$ cat src/rtl/lcd_pkg.sv
// Shared LCD definitions for the HD44780 reader and writer controllers:
// state encoding, default 50 MHz timing, register-select and busy-flag constants.
package lcd_pkg;

  typedef enum logic [2:0] {
    ST_IDLE,
    ST_SETUP,
    ST_EN_HI,
    ST_HOLD,
    ST_PAD,
    ST_DONE
  } lcd_state_t;

  localparam int unsigned T_AS_DEF     = 3;
  localparam int unsigned T_EN_DEF     = 25;
  localparam int unsigned T_H_DEF      = 3;
  localparam int unsigned T_CYC_DEF    = 50;
  localparam int unsigned POLL_MAX_DEF = 2000;

  localparam logic RS_INSTR = 1'b0;
  localparam logic RS_DATA  = 1'b1;

  localparam int unsigned BF_BIT = 7;

endpackage

$ cat src/rtl/lcd_reader_if.sv
// Request/response handshake between a client and the LCD read engine.
interface lcd_reader_if;
  logic       req_valid;
  logic       req_ready;
  logic       req_rs;
  logic       req_poll;
  logic       rsp_valid;
  logic [7:0] rsp_data;
  logic       rsp_timeout;

  modport master (
    output req_valid, req_rs, req_poll,
    input  req_ready, rsp_valid, rsp_data, rsp_timeout
  );

  modport slave (
    input  req_valid, req_rs, req_poll,
    output req_ready, rsp_valid, rsp_data, rsp_timeout
  );
endinterface

$ cat src/rtl/lcd_phase_timer.sv
// Loadable down-counter for LCD bus phases; done is high once the count reaches zero.
module lcd_phase_timer #(
  parameter int unsigned W = 6
) (
  input  logic         clk,
  input  logic         rstn,
  input  logic         load,
  input  logic [W-1:0] load_val,
  output logic         done
);

  logic [W-1:0] cnt;

  always_ff @(posedge clk or negedge rstn) begin
    if (!rstn) begin
      cnt <= '0;
    end else if (load) begin
      cnt <= load_val;
    end else if (cnt != '0) begin
      cnt <= cnt - 1'b1;
    end
  end

  assign done = (cnt == '0);

endmodule

$ cat src/rtl/lcd_reader.sv
// HD44780 read engine: single busy-flag/data reads or busy-flag polling,
// driving RS/RW/EN while it owns the bus.
module lcd_reader
  import lcd_pkg::*;
#(
  parameter int unsigned T_AS     = T_AS_DEF,
  parameter int unsigned T_EN     = T_EN_DEF,
  parameter int unsigned T_H      = T_H_DEF,
  parameter int unsigned T_CYC    = T_CYC_DEF,
  parameter int unsigned POLL_MAX = POLL_MAX_DEF
) (
  input  logic         clk,
  input  logic         rstn,
  lcd_reader_if.slave  host,
  input  logic [7:0]   lcd_data_in,
  output logic         lcd_rs,
  output logic         lcd_rw,
  output logic         lcd_en,
  output logic         bus_own
);

  if (T_CYC < T_AS + T_EN + T_H || T_AS == 0 || T_EN == 0 || T_H == 0 || POLL_MAX == 0)
  begin : g_bad_timing
    $error("lcd_reader: invalid timing parameters");
  end

  localparam int unsigned T_PAD = T_CYC - T_AS - T_EN - T_H;
  localparam int unsigned PH_W  = $clog2(T_CYC + 1);
  localparam int unsigned PC_W  = $clog2(POLL_MAX + 1);

  lcd_state_t      state_q, state_d;
  logic            ph_load, ph_done;
  logic [PH_W-1:0] ph_val;
  logic            accept, sample, end_read, end_timeout, poll_inc;
  logic            rs_q, rs_d, poll_q, busy_d, more_polls;
  logic [PC_W-1:0] poll_cnt_q;
  logic [7:0]      data_q;
  logic            timeout_q, rsp_valid_q, ready_q;

  lcd_phase_timer #(.W(PH_W)) u_timer (
    .clk      (clk),
    .rstn     (rstn),
    .load     (ph_load),
    .load_val (ph_val),
    .done     (ph_done)
  );

  assign accept     = (state_q == ST_IDLE) && host.req_valid && ready_q;
  assign rs_d       = accept ? (host.req_poll ? RS_INSTR : host.req_rs) : rs_q;
  assign more_polls = (32'(poll_cnt_q) + 32'd1) < POLL_MAX;

  always_comb begin
    state_d     = state_q;
    sample      = 1'b0;
    end_read    = 1'b0;
    end_timeout = 1'b0;
    poll_inc    = 1'b0;
    case (state_q)
      ST_IDLE:  if (accept) state_d = ST_SETUP;
      ST_SETUP: if (ph_done) state_d = ST_EN_HI;
      ST_EN_HI: if (ph_done) begin
                  sample  = 1'b1;
                  state_d = ST_HOLD;
                end
      ST_HOLD:  if (ph_done) begin
                  if (T_PAD != 0) state_d = ST_PAD;
                  else            end_read = 1'b1;
                end
      ST_PAD:   if (ph_done) end_read = 1'b1;
      ST_DONE:  state_d = ST_IDLE;
      default:  state_d = ST_IDLE;
    endcase

    // A busy poll loops straight back into SETUP, keeping the bus.
    if (end_read) begin
      if (poll_q && data_q[BF_BIT]) begin
        if (more_polls) begin
          poll_inc = 1'b1;
          state_d  = ST_SETUP;
        end else begin
          end_timeout = 1'b1;
          state_d     = ST_DONE;
        end
      end else begin
        state_d = ST_DONE;
      end
    end

    ph_load = (state_d != state_q);
    case (state_d)
      ST_SETUP: ph_val = PH_W'(T_AS - 1);
      ST_EN_HI: ph_val = PH_W'(T_EN - 1);
      ST_HOLD:  ph_val = PH_W'(T_H - 1);
      ST_PAD:   ph_val = PH_W'(T_PAD - 1);
      default:  ph_val = '0;
    endcase
  end

  always_ff @(posedge clk or negedge rstn) begin
    if (!rstn) state_q <= ST_IDLE;
    else       state_q <= state_d;
  end

  assign busy_d = (state_d == ST_SETUP) || (state_d == ST_EN_HI) ||
                  (state_d == ST_HOLD)  || (state_d == ST_PAD);

  // Pins are registered from the next state so they line up with it.
  always_ff @(posedge clk or negedge rstn) begin
    if (!rstn) begin
      rs_q        <= 1'b0;
      poll_q      <= 1'b0;
      poll_cnt_q  <= '0;
      data_q      <= '0;
      timeout_q   <= 1'b0;
      rsp_valid_q <= 1'b0;
      ready_q     <= 1'b1;
      lcd_rs      <= 1'b0;
      lcd_rw      <= 1'b0;
      lcd_en      <= 1'b0;
      bus_own     <= 1'b0;
    end else begin
      if (accept) begin
        rs_q       <= rs_d;
        poll_q     <= host.req_poll;
        poll_cnt_q <= '0;
      end else if (poll_inc) begin
        poll_cnt_q <= poll_cnt_q + 1'b1;
      end
      if (sample)              data_q    <= lcd_data_in;
      if (state_d == ST_DONE)  timeout_q <= end_timeout;
      rsp_valid_q <= (state_d == ST_DONE);
      ready_q     <= (state_d == ST_IDLE);
      bus_own     <= busy_d;
      lcd_rw      <= busy_d;
      lcd_rs      <= busy_d & rs_d;
      lcd_en      <= (state_d == ST_EN_HI);
    end
  end

  assign host.req_ready   = ready_q;
  assign host.rsp_valid   = rsp_valid_q;
  assign host.rsp_data    = data_q;
  assign host.rsp_timeout = timeout_q;

endmodule

$ cat src/flat_wrapper.sv
// flat-port wrapper written by rule: the top's interface ports become plain ports
module lcd_reader_flat import lcd_pkg::*;
#(
  parameter int unsigned T_AS     = T_AS_DEF,
  parameter int unsigned T_EN     = T_EN_DEF,
  parameter int unsigned T_H      = T_H_DEF,
  parameter int unsigned T_CYC    = T_CYC_DEF,
  parameter int unsigned POLL_MAX = POLL_MAX_DEF
)
  (clk, rstn, lcd_data_in, lcd_rs, lcd_rw, lcd_en, bus_own, host_req_valid, host_req_rs, host_req_poll, host_req_ready, host_rsp_valid, host_rsp_data, host_rsp_timeout);
  lcd_reader_if host_i ();
  input  logic clk;
  input  logic rstn;
  input  logic [7:0] lcd_data_in;
  output logic lcd_rs;
  output logic lcd_rw;
  output logic lcd_en;
  output logic bus_own;
  input wire logic [$bits(host_i.req_valid)-1:0] host_req_valid;
  input wire logic [$bits(host_i.req_rs)-1:0] host_req_rs;
  input wire logic [$bits(host_i.req_poll)-1:0] host_req_poll;
  output wire logic [$bits(host_i.req_ready)-1:0] host_req_ready;
  output wire logic [$bits(host_i.rsp_valid)-1:0] host_rsp_valid;
  output wire logic [$bits(host_i.rsp_data)-1:0] host_rsp_data;
  output wire logic [$bits(host_i.rsp_timeout)-1:0] host_rsp_timeout;
  assign host_i.req_valid = host_req_valid;
  assign host_i.req_rs = host_req_rs;
  assign host_i.req_poll = host_req_poll;
  assign host_req_ready = host_i.req_ready;
  assign host_rsp_valid = host_i.rsp_valid;
  assign host_rsp_data = host_i.rsp_data;
  assign host_rsp_timeout = host_i.rsp_timeout;
  lcd_reader #(.T_AS(T_AS), .T_EN(T_EN), .T_H(T_H), .T_CYC(T_CYC), .POLL_MAX(POLL_MAX)) u_core (.clk(clk), .rstn(rstn), .host(host_i), .lcd_data_in(lcd_data_in), .lcd_rs(lcd_rs), .lcd_rw(lcd_rw), .lcd_en(lcd_en), .bus_own(bus_own));
endmodule
$ cat config.mk
export PLATFORM = sky130hd
export DESIGN_NAME = lcd_reader_flat
export DESIGN_NICKNAME = d
export VERILOG_FILES = /design/src/rtl/lcd_pkg.sv /design/src/rtl/lcd_reader_if.sv /design/src/rtl/lcd_phase_timer.sv /design/src/rtl/lcd_reader.sv /design/src/flat_wrapper.sv
export SDC_FILE = /design/constraint.sdc
export NUM_CORES = 1
export LEC_CHECK = 0
export ABC_AREA = 1
export CAP_MARGIN = 25
export CORE_ASPECT_RATIO = 1.2
export CORE_MARGIN = 4
export CORE_UTILIZATION = 38
export DETAILED_ROUTE_END_ITERATION = 7
export PLACE_DENSITY_LB_ADDON = 0.12
export SYNTH_ARGS = -nofsm -noshare
export SYNTH_HDL_FRONTEND = slang
export SYNTH_HIERARCHICAL = 1
export SYNTH_SLANG_ARGS = --single-unit
$ cat constraint.sdc
create_clock -name clk -period 2.35 [get_ports clk]
set_input_delay 0.3525 -clock clk [delete_from_list [all_inputs] [get_ports clk]]
set_output_delay 0.3525 -clock clk [all_outputs]
set_load 0.01 [all_outputs]
## Word-level counts from Yosys, hierarchy flattened

Cells that the tools add are included.
W data, S select, Z words.

- Bits in registers: 36
- Word-level logic and storage cells: 64
- Input bits: 13
- Output and inout port bits: 15

- Add/sub/neg operators: 3
- Reduce and logical (&&, ||, !) cells: 13
- Order comparisons: 1
- Bitwise operators: 1
- Multiplexer cells: 24
- Eq/ne operators: 10

Operators with widths:

| kind | count |
|---|---|
| $lt A32 B11 Y1 const B | 1 |
| $mux W11 | 2 |
| $mux W3 | 7 |
| $pmux W3 S5 | 1 |
| $pmux W5 S3 | 1 |
| $add A11 B1 Y12 const B | 1 |
| $eq A3 B2 Y1 const B | 4 |
| $mux W6 | 2 |
| $add A11 B1 Y11 const B | 1 |
| $mux W1 | 11 |
| $eq A3 B3 Y1 const B | 3 |
| $eq A3 B1 Y1 const B | 2 |
| $logic_not A3 Y1 | 2 |
| $logic_not A6 Y1 | 1 |
| $reduce_bool A6 Y1 | 1 |
| $sub A6 B1 Y6 const B | 1 |
| $reduce_bool A2 Y1 | 2 |
| $logic_and A1 B1 Y1 | 3 |
| $logic_or A1 B1 Y1 | 3 |
| $ne A3 B3 Y1 | 1 |
| $reduce_or A2 Y1 | 1 |
| $and A1 B1 Y1 | 1 |

## Longest topological paths before layout

- Word-level depth: 11
- Gate-level depth with buffers: 19
- Gate-level depth less buffers: 17

## Cells and area by module

Netlist, hierarchy kept.

By module, submodules not included:

| module | cells an instance | instances | sequential area each (um^2) | area each (um^2) |
|---|---|---|---|---|
| lcd_reader | 186 | 1 | 752.0 | 1576.5 |
| lcd_phase_timer | 55 | 1 | 150.1 | 412.9 |

## Worst setup path after synthesis

OpenSTA, ideal clock, no wires.

- Kind: reg2reg
- From: register u_core.u_timer.cnt[0]
- To: register u_core.u_timer.cnt[0]
- Path slack: 245 ps
- Buffers on the path: 1
- Data arrival time: 1980 ps
- Required time: 2225 ps
- Cell stages (with the launch flop): 17
- Cells stage by stage: dfrtp_1 > inv_1 > ha_1 > inv_1 > nor2_4 > nand3_2 > inv_1 > nand2_1 > o211ai_1 > nand2_1 > nand2_1 > nand3_1 > buf_4 > inv_1 > nand4_2 > nand2_1 > o21ai_1

- Word-level cells in the longest chain between the ends: 6
- Elaborated cells between the ends (all ways): 14
- Those cells by class: add/sub (1); eq/ne (1); mux (9); reduce/logical (3)

Ends and longest elaborated chain:

| what | line | text |
|---|---|---|
| start, declared | lcd_phase_timer.sv:12 | `logic [W-1:0] cnt;` |
| start signal, assigned | lcd_phase_timer.sv:18 | `cnt <= load_val;` |
| start signal, assigned | lcd_phase_timer.sv:20 | `cnt <= cnt - 1'b1;` |
| $logic_not A6 Y1 (*) | lcd_phase_timer.sv:24 | `assign done = (cnt == '0);` |
| via u_core.ph_done | lcd_reader.sv:32 | `logic ph_load, ph_done;` |
| $mux W3 (tied with other cells) | lcd_reader.sv:65 | `ST_HOLD: if (ph_done) begin` |
| $pmux W3 S5 / $mux W1 (equally long branches) | n/a |  |
| $mux W3 (*) | lcd_reader.sv:75 | `if (end_read) begin` |
| via u_core.state_d[0] | lcd_reader.sv:31 | `lcd_state_t state_q, state_d;` |
| $ne A3 B3 Y1 (*) | lcd_reader.sv:89 | `ph_load = (state_d != state_q);` |
| via u_core.ph_load | lcd_reader.sv:32 |  |
| $mux W6 / $reduce_bool A2 Y1 (equally long branches) | n/a |  |

The timed path passes the listed nets; every way through them passes the cells marked *. The select of a mux whose other input is x is not followed.
A chain may end at the register's enable or synchronous reset.

## Worst setup path in the final report

- From: register u_core.u_timer.cnt[1]
- To: register u_core.u_timer.cnt[1]

- Word-level cells in the longest chain between the ends: 8
- Elaborated cells between the ends (all ways): 20
- Those cells by class: add/sub (1); eq/ne (5); mux (10); reduce/logical (4)

Ends and longest elaborated chain:

| what | line | text |
|---|---|---|
| $logic_not A6 Y1 (*) | lcd_phase_timer.sv:24 |  |
| via u_core.ph_done | lcd_reader.sv:32 |  |
| $mux W3 (tied with other cells) | lcd_reader.sv:65 |  |
| $pmux W3 S5 / $mux W1 (equally long branches) | n/a |  |
| $mux W3 (*) | lcd_reader.sv:75 |  |
| via u_core.state_d[0] | lcd_reader.sv:31 |  |
| $eq A3 B2 Y1 / $eq A3 B1 Y1 (equally long branches) | lcd_reader.sv:90 | `case (state_d)` |
| $reduce_or A2 Y1 (no source line) | n/a |  |
| $pmux W5 S3 (*) | lcd_reader.sv:90 |  |
| via u_core.ph_val[1] | lcd_reader.sv:33 | `logic [PH_W-1:0] ph_val;` |
| $mux W6 (*) | lcd_phase_timer.sv:17 | `end else if (load) begin` |

Marks and branches as above.

==> results.ini <==
[synth]
ys_seq_area_share_pct = 45.3
yosysTopAreaCellShare_pct = 44.0
synth_edf_count = 0
synthFlopType = dfrtp_1
syn_area_per_cell_um2 = 8.25
ys_ff_latch = 36
ys_top_cells_by_area = dfrtp_1 44%, nand2_1 12%, inv_1 7.2%, mux2_2 4.0%, nand3_1 3.5%
ys_types = 33
synthesis.area_um2 = 1990
synth_top_area_cell = dfrtp_1
yosysWarningCount = 6
ys_async_sr_fraction_pct = 100
syn_inst = 241

[worst_setup_path]
critPathKind = reg2reg
crit_chain = inv_2 -> ha_1 -> inv_1 -> nor2_4 -> nand3_2 -> inv_2 -> nor2_1 -> a21oi_1 -> o211ai_1 -> nand2_1 -> buf_4 -> nor2_1 -> inv_2 -> o21ai_2 -> nand2_1 -> o21ai_0 -> nand2_1 -> o21ai_1
end_kind = flip-flop
worstPathRequired_ns = 2.53
slowest_delay_ns = 0.40
start_kind = flip-flop
crit_slowest_cell = dfrtp_1
arrival_ns = 2.30
cp_max_fo = 5
crit_buf_inv = 5
cp_top_family = simple AND/OR/NAND/NOR gates
r2r_cells = 18
cp.depth = 18

[pwr]
power_density_nw_per_um2 = 1280
power_leakage_uw = 0.00121
ir_worst_vdd_mv = 0.619

[global_route]
grt_pass1_vias = 1596
grt_start_max_net_pins = 37
grt_usage_pct = 14.0
grt_overflow = 0
antenna_found_initial = 0
grt_pass1_wl_um = 7090

[clocking]
numCtsBuffers = 5
clock_latency_ns = 0.29
clk_pin_slew_ns = 0.07
cts_tree = built
cts_buffer_depth = 2
cts_root_buffer = clkbuf_8
postCtsSetupBuffers = 0
htree_levels = 2
cts_sinks = 36

[timing]
worst_pin_slew_ns = 0.813
rsz0062_at_grt = false
finalHoldViolCount = 0
hold_ws_ns = 0.155
slew_violations = 0
setup-violations-final = 0
max_freq_mhz = 470
fin_tns_setup_ns = 0
worst_clock_skew_ns = 0.00808
layout_min_cycle_time_ns = 2.13
max-slew-margin-rel_pct = 45.8
period_share_pct = 90.6

[place]
io_buffers = 27
place_hpwl_um = 2970
place_area_um2 = 2340
placed_cells = 331
gp_congestion = 0.869

[detailed_routing]
wl_per_cell_um = 11.7
vias = 1593
drt-total-wl_um = 3970
drt-vias-per-instance = 4.70
drc = 0
drt_iter0_markers = 63
postRouteAntennaNets = 0
first_pass_iters = 4

[floorplan]
pin_count = 28
core_um2 = 5010
dieArea_um2 = 6460
die_y_um = 87.3
start_util_pct = 39.7
fp.dieW_um = 74.1
fp-row-count = 28

[layout]
n_antenna_cell = 0
fin_cells = 339
design_area_um2 = 2460
area_growth_pct = 23.5
fin_nets = 294
drive_gt1_share_pct = 18.3

[job]
maxCapViolCount = 0

[hold_path]
hold_path_class = in2async

[run_status]
status = finished, final reports clean

registers in the layout, indices dropped and copies added (netlist names):
name	flops
u_core/u_timer/cnt	6
u_core/poll_q	1
u_core/rs_q	1
u_core/poll_cnt_q	11
u_core/state_q	3
u_core/host.rsp_timeout	1
u_core/host.rsp_data	8
u_core/lcd_en	1
u_core/host.req_ready	1
u_core/host.rsp_valid	1
u_core/lcd_rs	1
u_core/bus_own	1
cells in the final DEF (no fill, tap or decap), drive strengths merged, types with 7 or more instances in the layout:
cell | netlist | layout
o22ai | 9 | 9
o21ai | 8 | 8
mux2 | 7 | 7
nor2 | 25 | 25
dfrtp | 35 | 35
buf | 5 | 7
nand3 | 18 | 18
inv | 39 | 39
nand2 | 70 | 70
clkdlybuf4s50 | 0 | 26
where the power goes:
group	switching [uW]	internal, uW	leakage [uW]
sequential	193	895	0.000440
clock	223	315	0.0000552
combinational	844	684	0.000715
total	1260	1890	0.00121
logic make-up after synthesis:
family | synth area share [%]
adders and majority gates | 1.89
other | 0.188
muxes | 5.09
buffers and inverters | 9.62
AOI/OAI and AO/OA | 7.11
DFF | 45.3
and+or+nand+nor | 29.4
xor gates and xnor gates | 1.32
synthesized netlist by cell type, types with 2 or more instances:
master / number
nand2_1: 64
mux2_2: 7
nand3_1: 14
nor2_4: 2
nand3b_1: 2
nand4_1: 4
inv_1: 38
buf_6: 2
o22ai_1: 9
nand3_2: 3
nor2_1: 18
nor2_2: 5
nand2_2: 5
dfrtp_1: 35
o21ai_1: 3
ha_1: 3
o21ai_0: 4
xor2_1: 2
a21oi_1: 5
buf_4: 3
area by class of cell:
class | count | area [um^2]
Clock buffer | 6 | 72.6
Fill cell | 501 | 2550
Clock inverter | 2 | 35.0
Tap cell | 60 | 75.1
Timing Repair Buffer | 33 | 310
Inverter | 39 | 146
Sequential cell | 36 | 902
Multi-Input combinational cell | 163 | 916
layer usage:
layer	vias to the layer above	track usage [%]	wire, um
met1	730	16.8	1610
met2	24	24.8	2120
met3	6	2.89	182
met4	0	4.45	55
met5	-	0	0
li1	833	-	-
stage by stage:
stage               power (uW)  utilization, %  worst slack, ns
finish                    3150            49.1            0.222
CTS                       3160            48.8           0.0915
floorplan                 2110               -            0.245
global placement          2590            46.7            0.197
global route              3450            49.1           0.0245
detailed placement        2600            46.7            0.113
repair_timing:
action	in CTS	in global routing
hold buffers	0	0
setup endpoints to repair	0	14
gates resized for setup	0	7
worst paths after layout:
check	from	to	slack, ns
max in group asynchronous	rstn	u_core/host.rsp_data[5]$_DFFE_PN0P_	1.68
hold reg to reg	u_core/host.rsp_timeout$_DFFE_PN0P_	u_core/host.rsp_timeout$_DFFE_PN0P_	0.50
setup / recovery	u_core/u_timer/cnt[1]$_DFFE_PN0P_	u_core/u_timer/cnt[1]$_DFFE_PN0P_	0.22
min in group clk	u_core/host.rsp_timeout$_DFFE_PN0P_	u_core/host.rsp_timeout$_DFFE_PN0P_	0.50
hold / removal	rstn	u_core/host.rsp_data[7]$_DFFE_PN0P_	0.16
setup reg to reg	u_core/u_timer/cnt[1]$_DFFE_PN0P_	u_core/u_timer/cnt[1]$_DFFE_PN0P_	0.22
No activity file was read; power rests on OpenSTA's default activity.
